`src/rtl/rvfi_fair_pkg.sv`:
```
// Shared types and constants for the RVFI bus fairness monitor.
//   fair_state_e : per-channel handshake state (IDLE / WAIT / RESP)
//   V_*          : bit positions of the per-channel violation vector
//   cnt_width()  : width of a stall counter that saturates at max_stall
package rvfi_fair_pkg;

  typedef enum logic [1:0] {
    IDLE = 2'd0,
    WAIT = 2'd1,
    RESP = 2'd2
  } fair_state_e;

  localparam int V_DROP   = 0;
  localparam int V_STABLE = 1;
  localparam int V_STALL  = 2;
  localparam int V_ERR    = 3;
  localparam int NVIOL    = 4;

  function automatic int cnt_width(input int max_stall);
    return (max_stall < 1) ? 1 : $clog2(max_stall + 1);
  endfunction

endpackage

```
`src/rtl/rvfi_bus_fairness_ch.sv`:
```
// One monitored request/grant channel: handshake FSM, saturating stall
// counter, payload capture register and sticky violation flags.
//   i_clk, i_rst          : clock, asynchronous active-high reset
//   i_req .. i_gnt, i_err : channel handshake, payload and response error
//   o_must_gnt            : channel has stalled MAX_STALL cycles in WAIT
//   o_viol[NVIOL-1:0]     : sticky flags, indexed by V_DROP..V_ERR
module rvfi_bus_fairness_ch
  import rvfi_fair_pkg::*;
#(
  parameter int ADDR_W     = 32,
  parameter int DATA_W     = 32,
  parameter int MAX_STALL  = 4,
  parameter int ALLOW_ERR  = 0,
  parameter int CHK_STABLE = 1,
  localparam int STRB_W    = DATA_W / 8
) (
  input  logic              i_clk,
  input  logic              i_rst,
  input  logic              i_req,
  input  logic [ADDR_W-1:0] i_addr,
  input  logic              i_wen,
  input  logic [STRB_W-1:0] i_strb,
  input  logic [DATA_W-1:0] i_wdata,
  input  logic              i_gnt,
  input  logic              i_err,
  output logic              o_must_gnt,
  output logic [NVIOL-1:0]  o_viol
);

  localparam int             CW   = cnt_width(MAX_STALL);
  localparam logic [CW-1:0]  CMAX = CW'(MAX_STALL);

  fair_state_e       r_state, w_state_nxt;
  logic [CW-1:0]     r_cnt, w_cnt_nxt;
  logic [ADDR_W-1:0] r_addr;
  logic              r_wen;
  logic [STRB_W-1:0] r_strb;
  logic [DATA_W-1:0] r_wdata;
  logic [NVIOL-1:0]  r_viol, w_viol_set;
  logic              w_capture;
  logic              w_changed;

  // Write strobes and data only matter for a captured write.
  always_comb begin
    w_changed = (i_addr != r_addr) || (i_wen != r_wen) ||
                (r_wen && ((i_strb != r_strb) || (i_wdata != r_wdata)));
  end

  always_comb begin
    w_state_nxt = r_state;
    w_cnt_nxt   = r_cnt;
    w_capture   = 1'b0;
    w_viol_set  = '0;
    case (r_state)
      WAIT: begin
        if (!i_req) begin
          w_state_nxt        = IDLE;
          w_cnt_nxt          = '0;
          w_viol_set[V_DROP] = 1'b1;
        end else begin
          if (i_gnt) begin
            w_state_nxt = RESP;
            w_cnt_nxt   = '0;
          end else if (r_cnt == CMAX) begin
            w_viol_set[V_STALL] = 1'b1;
          end else begin
            w_cnt_nxt = r_cnt + 1'b1;
          end
          // Only reachable with req high, so a drop never also flags stability.
          if ((CHK_STABLE != 0) && w_changed)
            w_viol_set[V_STABLE] = 1'b1;
        end
      end
      default: begin
        // IDLE and RESP share next-state rules; RESP also samples err.
        if ((r_state == RESP) && (ALLOW_ERR == 0) && i_err)
          w_viol_set[V_ERR] = 1'b1;
        if (i_req && i_gnt) begin
          w_state_nxt = RESP;
          w_cnt_nxt   = '0;
        end else if (i_req) begin
          w_state_nxt = WAIT;
          w_cnt_nxt   = CW'(1);
          w_capture   = 1'b1;
        end else begin
          w_state_nxt = IDLE;
          w_cnt_nxt   = '0;
        end
      end
    endcase
  end

  always_ff @(posedge i_clk or posedge i_rst) begin
    if (i_rst) begin
      r_state <= IDLE;
      r_cnt   <= '0;
      r_addr  <= '0;
      r_wen   <= 1'b0;
      r_strb  <= '0;
      r_wdata <= '0;
      r_viol  <= '0;
    end else begin
      r_state <= w_state_nxt;
      r_cnt   <= w_cnt_nxt;
      r_viol  <= r_viol | w_viol_set;
      if (w_capture) begin
        r_addr  <= i_addr;
        r_wen   <= i_wen;
        r_strb  <= i_strb;
        r_wdata <= i_wdata;
      end
    end
  end

  assign o_must_gnt = (r_state == WAIT) && (r_cnt == CMAX);
  assign o_viol     = r_viol;

endmodule

```
`src/rtl/rvfi_bus_fairness.sv`:
```
// Environment monitor for NCH request/grant memory channels (0 = imem,
// 1 = dmem). Each channel is checked independently; violations are sticky.
//   g_clk, g_reset      : clock, asynchronous active-high reset
//   req/addr/wen/strb/wdata/gnt/err : packed per-channel bus signals
//   must_gnt            : environment must grant a requesting channel now
//   viol_drop/stable/stall/err : sticky per-channel violation flags
//   fair                : no violation flag set on any channel
module rvfi_bus_fairness
  import rvfi_fair_pkg::*;
#(
  parameter int NCH        = 2,
  parameter int ADDR_W     = 32,
  parameter int DATA_W     = 32,
  parameter int MAX_STALL  = 4,
  parameter int ALLOW_ERR  = 0,
  parameter int CHK_STABLE = 1,
  localparam int STRB_W    = DATA_W / 8
) (
  input  logic                  g_clk,
  input  logic                  g_reset,
  input  logic [NCH-1:0]        req,
  input  logic [NCH*ADDR_W-1:0] addr,
  input  logic [NCH-1:0]        wen,
  input  logic [NCH*STRB_W-1:0] strb,
  input  logic [NCH*DATA_W-1:0] wdata,
  input  logic [NCH-1:0]        gnt,
  input  logic [NCH-1:0]        err,
  output logic [NCH-1:0]        must_gnt,
  output logic [NCH-1:0]        viol_drop,
  output logic [NCH-1:0]        viol_stable,
  output logic [NCH-1:0]        viol_stall,
  output logic [NCH-1:0]        viol_err,
  output logic                  fair
);

  logic [NVIOL-1:0] w_viol [NCH];

  for (genvar i = 0; i < NCH; i++) begin : g_ch
    rvfi_bus_fairness_ch #(
      .ADDR_W     (ADDR_W),
      .DATA_W     (DATA_W),
      .MAX_STALL  (MAX_STALL),
      .ALLOW_ERR  (ALLOW_ERR),
      .CHK_STABLE (CHK_STABLE)
    ) u_ch (
      .i_clk      (g_clk),
      .i_rst      (g_reset),
      .i_req      (req[i]),
      .i_addr     (addr[i*ADDR_W +: ADDR_W]),
      .i_wen      (wen[i]),
      .i_strb     (strb[i*STRB_W +: STRB_W]),
      .i_wdata    (wdata[i*DATA_W +: DATA_W]),
      .i_gnt      (gnt[i]),
      .i_err      (err[i]),
      .o_must_gnt (must_gnt[i]),
      .o_viol     (w_viol[i])
    );

    assign viol_drop[i]   = w_viol[i][V_DROP];
    assign viol_stable[i] = w_viol[i][V_STABLE];
    assign viol_stall[i]  = w_viol[i][V_STALL];
    assign viol_err[i]    = w_viol[i][V_ERR];
  end

  assign fair = ~|{viol_drop, viol_stable, viol_stall, viol_err};

endmodule

```
`config.mk`:
```
export PLATFORM = sky130hd
export DESIGN_NAME = rvfi_bus_fairness
export DESIGN_NICKNAME = d
export VERILOG_FILES = /design/src/rtl/rvfi_fair_pkg.sv /design/src/rtl/rvfi_bus_fairness_ch.sv /design/src/rtl/rvfi_bus_fairness.sv
export SDC_FILE = /design/constraint.sdc
export NUM_CORES = 1
export LEC_CHECK = 0
export CAP_MARGIN = 25
export CORE_ASPECT_RATIO = 2
export CORE_MARGIN = 3
export CORE_UTILIZATION = 48
export CTS_BUF_LIST = sky130_fd_sc_hd__clkbuf_8
export CTS_CLUSTER_DIAMETER = 200
export DETAILED_ROUTE_END_ITERATION = 12
export PLACE_DENSITY = 0.77
export SKIP_CTS_REPAIR_TIMING = 1
export SLEW_MARGIN = 20
export SYNTH_ARGS = -nofsm -noshare
export SYNTH_HDL_FRONTEND = slang
export SYNTH_HIERARCHICAL = 1
export SYNTH_SLANG_ARGS = --single-unit
```
`constraint.sdc`:
```
create_clock -name g_clk -period 2.7 [get_ports g_clk]
set_clock_uncertainty 0.2 [all_clocks]
set_input_delay 0.405 -clock g_clk [delete_from_list [all_inputs] [get_ports g_clk]]
set_output_delay 0.405 -clock g_clk [all_outputs]
set_load 0.1 [all_outputs]
```
# After elaboration in Yosys (flattened, before gate mapping)
# Cells that the tools add are included.
[totals] register_bits=156 input_bits=146 out_inout_bits=11
[op_classes] add_sub_neg=2 eq_ne=18 n_mux=44 n_bitwise=2 n_reduce_logical=16
[op_table] op="$ne A32 B32 Y1" count=4
[op_table] op="$mux W3" count=12
[op_table] op="$mux W1" count=22
[op_table] op="$mux W2" count=10
[op_table] op="$logic_and A1 B1 Y1" count=8
[op_table] op="$ne A4 B4 Y1" count=2
[op_table] op="$ne A4 B4 Y1 const B" count=2
[op_table] op="$or A4 B4 Y4" count=2
[op_table] op="$reduce_or A8 Y1" count=1
[op_table] op="$add A3 B1 Y3 const B" count=2
[op_table] op="$eq A3 B3 Y1 const B" count=2
[op_table] op="$logic_or A1 B1 Y1" count=6
[op_table] op="$ne A3 B3 Y1 const B" count=2
[op_table] op="$eq A2 B1 Y1 const B" count=2
[op_table] op="$eq A2 B2 Y1 const B" count=2
[op_table] op="$ne A1 B1 Y1" count=2
[op_table] op="$logic_not A1 Y1" count=1

# Longest topological paths before layout
# Gate-level depths: netlist (run 1).
[depth] ltp_word=8 depth_mapped=5 depth_no_buf=5

# Hierarchy
# Netlist (run 1), hierarchy kept.
[modules_own_cells] mod="rvfi_bus_fairness_ch" n_inst=2 cells_each=275 area_per_inst_um2=3704.8 seq_area_each_um2=1951.9
[modules_own_cells] mod="rvfi_bus_fairness" n_inst=1 cells_each=3 area_per_inst_um2=18.8 seq_area_each_um2=0.0

# Least setup slack after synthesis (run 1)
# OpenSTA, ideal clock, no wires.
[synth_timing] kind="flip-flop to output port" startpoint="reg g_ch[1].u_ch.r_viol[3]" endpoint="out fair" arrival_ps=2637 path_slack_ps=-542 path_stages_with_launch=3 path_cell_list="dfrtp_1 or4_1 nor2_1"
[synth_between] elab_chain_len=2
[synth_rtl] item="from (decl)" line="rvfi_bus_fairness_ch.sv:39" source="logic [NVIOL-1:0] r_viol, w_viol_set;"
[synth_rtl] item="from (signal assigned)" line="rvfi_bus_fairness_ch.sv:105" source="r_viol <= r_viol | w_viol_set;"
[synth_rtl] item="$reduce_or A8 Y1" line="rvfi_bus_fairness.sv:65" source="assign fair = ~|{viol_drop, viol_stable, viol_stall, viol_err};"
[synth_rtl] item="$logic_not A1 Y1" line="rvfi_bus_fairness.sv:65"
[synth_rtl] item="to (decl)" line="rvfi_bus_fairness.sv:33" source="output logic fair"
# Every way passes these cells.

# Worst setup path in the final report (run 1)
# Ends and elaborated chain as after synthesis.

==> impl_metrics.toml, run 1 <==
[run_status]
outcome = "finished clean"

[synth]
synthCells = 553
synth-seq-cells = 156
syn_area_per_cell_um2 = 13.4
ys_warn_count = 6
syn_nets = 703
synthDistinctLibCells = 24
netlist_area_um2 = 7430
synth-seq-area-share_pct = 52.6

[place]
portBuffers = 156
dpl_worst_slack_ns = 0.162
dp_cells = 897
post-dp-hpwl_um = 12100
place_congestion = 0.808

[sta]
hold_viol_final = 0
rsz0062_at_grt = "false"
layout_setup_ws_ns = 0.337
timing.fmax_ghz = 0.423
fin_crit_sh_pct = 87.5
setup_tns_ns = 0
tightest_slew_ns = 0.616
period_needed_ns = 2.36
relSlewSlack_pct = 58.5
maxSlewViolCount = 0
finalSetupViolations = 0

[setup_path]
critPathSlowestCell = "or4_1"
reg2reg_depth = 5
crit_fanout = 3
rrSetupSlack_ns = 0.65
critPathKind = "flip-flop to primary output"
worst-path-stages = 3
crit_chain = "or4_1, nor2_4, buf_12"
critical_path_required_ns = 2.10
crit_arrival_ns = 1.76
cp-start-kind = "flip-flop"
slowest_delay_ns = 0.58
critPathBufInv = 1
crit_path_end_kind = "primary output"
cp_top_family = "simple AND/OR/NAND/NOR gates"

[floorplanning]
dieArea_um2 = 17100
coreArea_um2 = 15000
die_y_um = 182
initial_core_util_pct = 49.6
die_w_um = 94.0
ioPinCount = 157
num_rows = 63

[route]
vias = 4798
drtIter0Drc = 85
drc = 0
firstDrtPassIters = 4
routed_via_density = 5.16
wire_per_inst_um = 17.0
wl_um = 15700
antenna_left = 0

[power_and_ir_drop]
p_per_area_nw_per_um2 = 627
leakage_uw = 0.00391
vdd_drop_max_v = 0.000581

[global_routing]
grt_pass1_vias = 5326
gr-total-overflow = 0
antenna_found_initial = 0
grt_start_max_net_pins = 70
grt_pass1_wl_um = 25800
grt.total_usage_pct = 19.4

[clock_tree]
cts_tree = "yes"
cts_buffers = 17
clk_path_buf_depth = 2
root_buffer = "clkbuf_8"
clkLatencyLatePin_ns = 0.44
ctsHtreeMaxLevel = 4
clkTransAtPathRegs_ns = 0.08
clkSinkCount = 156

[finish]
nFillCells = 1117
area_delta_synth_final_pct = 30.6
num-nets-final = 871
drive_gt1_share_pct = 26.4
diodes = 0
final_cell_count_no_fill = 929

[hold_path]
min_path_type = "input port to async pin"

[run]
drv_cap = 0
-- final cells by class --
cell class / instances / area (um2) / area share [%]
sequential: 156 / 3900 / 40.2
multi-input combinational: 375 / 3410 / 35.1
timing repair buffer: 163 / 1670 / 17.3
clock buffer: 18 / 248 / 2.55
tap: 195 / 244 / 2.52
clock inverter: 14 / 193 / 1.99
inverter: 8 / 30.0 / 0.310
-- routing by layer --
| metal | track usage, % | vias to the layer above | part of all wire (%) |
|---|---|---|---|
| met2 | 36.2 | 148 | 55 |
| met3 | 5.60 | 15 | 7.0 |
| li1 | - | 2273 | - |
| met1 | 20.3 | 2362 | 37 |
| met4 | 6.37 | 0 | 1.3 |
| met5 | 0 | - | 0 |
-- logic make-up after synthesis --
| logic type | synth area share, % |
|---|---|
| adders and majority gates | 0.674 |
| and+or+nand+nor | 6.05 |
| AOI/OAI and AO/OA | 1.62 |
| muxes | 20.9 |
| DFF | 52.6 |
| buffers and inverters | 1.68 |
| xor gates and xnor gates | 16.5 |
-- metrics by stage --
stage	utilization [%]	hold WS [ns]	instance area [um2]	power, uW
final	64.8	0.124	9700	6080
after CTS	64.8	0.105	9700	6180
after detailed placement	61.8	0.275	9260	4230
after global placement	61.8	0.271	9260	4160
after floorplan	-	0.252	7440	3760
after global routing	64.8	0.126	9700	6430
-- synthesized netlist by cell type --
cell,number,area share (%)
o41ai_2,2,0.44
nand4_1,16,1.3
nor2_1,7,0.35
buf_2,10,0.67
o21bai_1,6,0.61
nor2_4,2,0.30
xnor2_1,50,5.9
nand3_1,4,0.27
ha_1,4,0.67
inv_1,8,0.40
nand2_1,10,0.51
and2_1,2,0.17
a21oi_1,6,0.40
or4_1,2,0.20
nor4_1,24,2.0
xor2_1,90,11
a31oi_1,2,0.17
mux2_1,2,0.30
buf_6,4,0.61
nand2b_1,4,0.34
mux2_2,136,21
and2b_4,2,0.27
nor3_1,4,0.27
dfrtp_1,156,53
-- layout by cell type, fill, tap and decap left out, types with 3 or more instances in the layout --
| master | synthesis | final |
|---|---|---|
| nor2_4 | 2 | 3 |
| bufinv_16 | 0 | 4 |
| nor3_1 | 4 | 4 |
| inv_6 | 0 | 3 |
| clkdlybuf4s50_1 | 0 | 145 |
| mux2_2 | 136 | 136 |
| buf_4 | 0 | 11 |
| nor4_1 | 24 | 24 |
| nand3_1 | 4 | 4 |
| nor2_1 | 7 | 6 |
| dfrtp_1 | 156 | 156 |
| xnor2_1 | 50 | 50 |
| a21oi_1 | 6 | 6 |
| inv_1 | 8 | 7 |
| xor2_1 | 90 | 90 |
| nand2b_1 | 4 | 4 |
| buf_12 | 0 | 7 |
| nand4_1 | 16 | 16 |
| nand2_1 | 10 | 10 |
| clkbuf_8 | 0 | 18 |
| o21bai_1 | 6 | 6 |
| ha_1 | 4 | 4 |
-- where the power goes --
| part | switching [uW] | total (uW) | internal [uW] |
|---|---|---|---|
| clock | 880 | 1920 | 1040 |
| combinational | 440 | 1200 | 761 |
| sequential | 255 | 2960 | 2710 |
-- path summary, 6_finish.rpt --
kind | to | start
max | fair | g_ch[1].u_ch/o_viol[3]
min | g_ch[1].u_ch/r_addr[16] | g_reset
max reg2reg | g_ch[1].u_ch/o_viol[1] | g_ch[1].u_ch/r_wen
min reg2reg | g_ch[0].u_ch/o_viol[3] | g_ch[0].u_ch/r_state[0]
max in group asynchronous | g_ch[1].u_ch/r_wdata[12] | g_reset
min in group g_clk | g_ch[0].u_ch/o_viol[3] | g_ch[0].u_ch/r_state[0]
-- sequential cells by signal, indices dropped and copies added, names as in the netlist --
signal             cells
g_ch.u_ch/o_viol       8
g_ch.u_ch/r_addr      64
g_ch.u_ch/r_cnt        6
g_ch.u_ch/r_state      4
g_ch.u_ch/r_strb       8
g_ch.u_ch/r_wdata     64
g_ch.u_ch/r_wen        2
No activity file was read; power rests on OpenSTA's default activity.
==> run 2, diff against run 1 <==
--- a/config.mk
+++ b/config.mk
@@ -8,11 +8,12 @@
 export CAP_MARGIN = 25
 export CORE_ASPECT_RATIO = 2
 export CORE_MARGIN = 3
-export CORE_UTILIZATION = 48
+export CORE_UTILIZATION = 55
 export CTS_BUF_LIST = sky130_fd_sc_hd__clkbuf_8
 export CTS_CLUSTER_DIAMETER = 200
 export DETAILED_ROUTE_END_ITERATION = 12
-export PLACE_DENSITY = 0.77
+export HOLD_SLACK_MARGIN = 0.06
+export PLACE_DENSITY = 0.83
 export SKIP_CTS_REPAIR_TIMING = 1
 export SLEW_MARGIN = 20
 export SYNTH_ARGS = -nofsm -noshare
==> constraint.sdc (replaced) <==
create_clock -name g_clk -period 3.04 [get_ports g_clk]
set_clock_uncertainty 0.2 [all_clocks]
set_input_delay 0.456 -clock g_clk [delete_from_list [all_inputs] [get_ports g_clk]]
set_output_delay 0.456 -clock g_clk [all_outputs]
set_load 0.1 [all_outputs]
==> impl_metrics.toml, run 2 (synthesized netlist as in run 1, its figures left out) <==
[route]
wire_per_inst_um = 17.3
vias = 4754
drtIter0Drc = 81
wl_um = 15300
routed_via_density = 5.38
antenna_left = 0
drc = 0
firstDrtPassIters = 4

[floorplanning]
die_y_um = 170
ioPinCount = 157
initial_core_util_pct = 56.5
dieArea_um2 = 15000
num_rows = 59
coreArea_um2 = 13100
die_w_um = 88.2

[setup_path]
crit_chain = "or4_1, nor2_2, buf_4"
reg2reg_to = "g_ch[0].u_ch/o_viol[1]"
critPathSlowestCell = "or4_1"
crit_end = "fair"
cp-start-kind = "flip-flop"
rrSetupSlack_ns = 0.95
r2r_start = "g_ch[0].u_ch/r_addr[16]"
crit_path_end_kind = "primary output"
critPathKind = "flip-flop to primary output"
critical_path_required_ns = 2.38
crit_start = "g_ch[1].u_ch/o_viol[1]"
crit_fanout = 4
worst-path-stages = 3
cp_top_family = "simple AND/OR/NAND/NOR gates"
slowest_delay_ns = 0.50
crit_arrival_ns = 1.80
critPathBufInv = 1
reg2reg_depth = 5

[finish]
diodes = 0
drive_gt1_share_pct = 26.2
layout_common_cells = "156 x dfrtp_1, 145 x clkdlybuf4s50_1, 136 x mux2_2"
area_delta_synth_final_pct = 29.3
reg.largest.list = "g_ch.u_ch/r_addr x64, g_ch.u_ch/r_wdata x64"
multi_input_area_um2 = 3400
finalCoreUtilization_pct = 73.1
regArea_um2 = 3900
final_common_cell = "dfrtp_1"
num-nets-final = 870
nFillCells = 921

[global_routing]
grt_pass1_vias = 5216
grt_pass1_wl_um = 24100
gr-total-overflow = 0
antenna_found_initial = 0
grt.total_usage_pct = 20.8
grt_start_max_net_pins = 79

[power_and_ir_drop]
p_per_area_nw_per_um2 = 560
leakage_uw = 0.00389
vdd_drop_max_v = 0.000423

[sta]
timing.fmax_ghz = 0.407
rsz0062_at_grt = "false"
relSlewSlack_pct = 59.4
maxSlewViolCount = 0
hold_viol_final = 0
tightest_slew_ns = 0.609
setup_tns_ns = 0
layout_setup_ws_ns = 0.581
finalSetupViolations = 0
period_needed_ns = 2.46
fin_crit_sh_pct = 80.9

[place]
dpl_worst_slack_ns = 0.396
post-dp-hpwl_um = 11600
place_congestion = 0.792
portBuffers = 156

[run_status]
outcome = "finished clean"

[clock_tree]
clkLatencyLatePin_ns = 0.44
clkTransAtPathRegs_ns = 0.09
cts_tree = "yes"
root_buffer = "clkbuf_8"
cts_buffers = 17
clk_path_buf_depth = 2
clkSinkCount = 156
ctsHtreeMaxLevel = 4

[run]
drv_cap = 0

[hold_path]
min_path_type = "input port to async pin"
run 2: cell types whose count changed in the layout (fill, tap and decap cells not counted):
cell      previous run  this run
buf_12               7         6
clkbuf_8            18        17
clkinv_4             2         1
inv_6                3         4
nor2_2               0         1
nor2_4               3         2
run 2: layout make-up:
cell class | count | share of cell area [%]
clock buffer | 17 | 2.44
clock inverter | 14 | 2.01
inverter | 8 | 0.313
multi-input combinational | 375 | 35.4
sequential | 156 | 40.6
tap | 152 | 1.98
timing repair buffer | 162 | 17.2
run 2: per-stage QoR:
stage / hold WS [ns] / power [uW] / instance area [um2] / std cells
6_report: 0.250 / 5380 / 9610 / 884
5_1_grt: 0.284 / 5660 / 9610 / 884
4_1_cts: 0.243 / 5450 / 9610 / 884
3_5_place_dp: 0.299 / 3760 / 9180 / 853
3_3_place_gp: 0.268 / 3680 / 9180 / 853
2_1_floorplan: 0.252 / 3340 / 7430 / 553
run 2: per-layer routing:
metal | track usage, % | vias up | part of all wire, %
met2 | 38.0 | 129 | 55
met3 | 6.40 | 23 | 6.6
met1 | 21.6 | 2338 | 36
met5 | 0 | - | 0
met4 | 7.57 | 0 | 2.2
li1 | - | 2264 | -
run 2: report_power, final:
part / internal [uW] / switching, uW / leakage (uW)
Clock: 896 / 784 / 0.000214
Sequential: 2400 / 229 / 0.00184
Combinational: 676 / 388 / 0.00184
Total: 3980 / 1400 / 0.00389
run 2: worst min-delay path by stage:
stage                            start                       end  slack (ns)  cells past startpoint
2_1_floorplan  g_ch[0].u_ch/r_state[0]    g_ch[0].u_ch/o_viol[3]        0.25                      1
3_3_place_gp   g_ch[1].u_ch/r_state[0]    g_ch[1].u_ch/o_viol[3]        0.27                      1
3_5_place_dp   g_ch[1].u_ch/r_state[0]    g_ch[1].u_ch/o_viol[3]        0.30                      1
4_1_cts                        g_reset    g_ch[0].u_ch/r_addr[2]        0.24                      2
5_1_grt                        g_reset    g_ch[0].u_ch/r_addr[0]        0.28                      2
6_report                       g_reset  g_ch[1].u_ch/r_wdata[16]        0.25                      3
run 2: worst register-to-register path: stages, from the launching register on:
cell and delay (ns):
dfrtp_1 0.40, xor2_1 0.17, nor4_1 0.41, nand4_1 0.14
nor4_1 0.47, a31oi_1 0.16
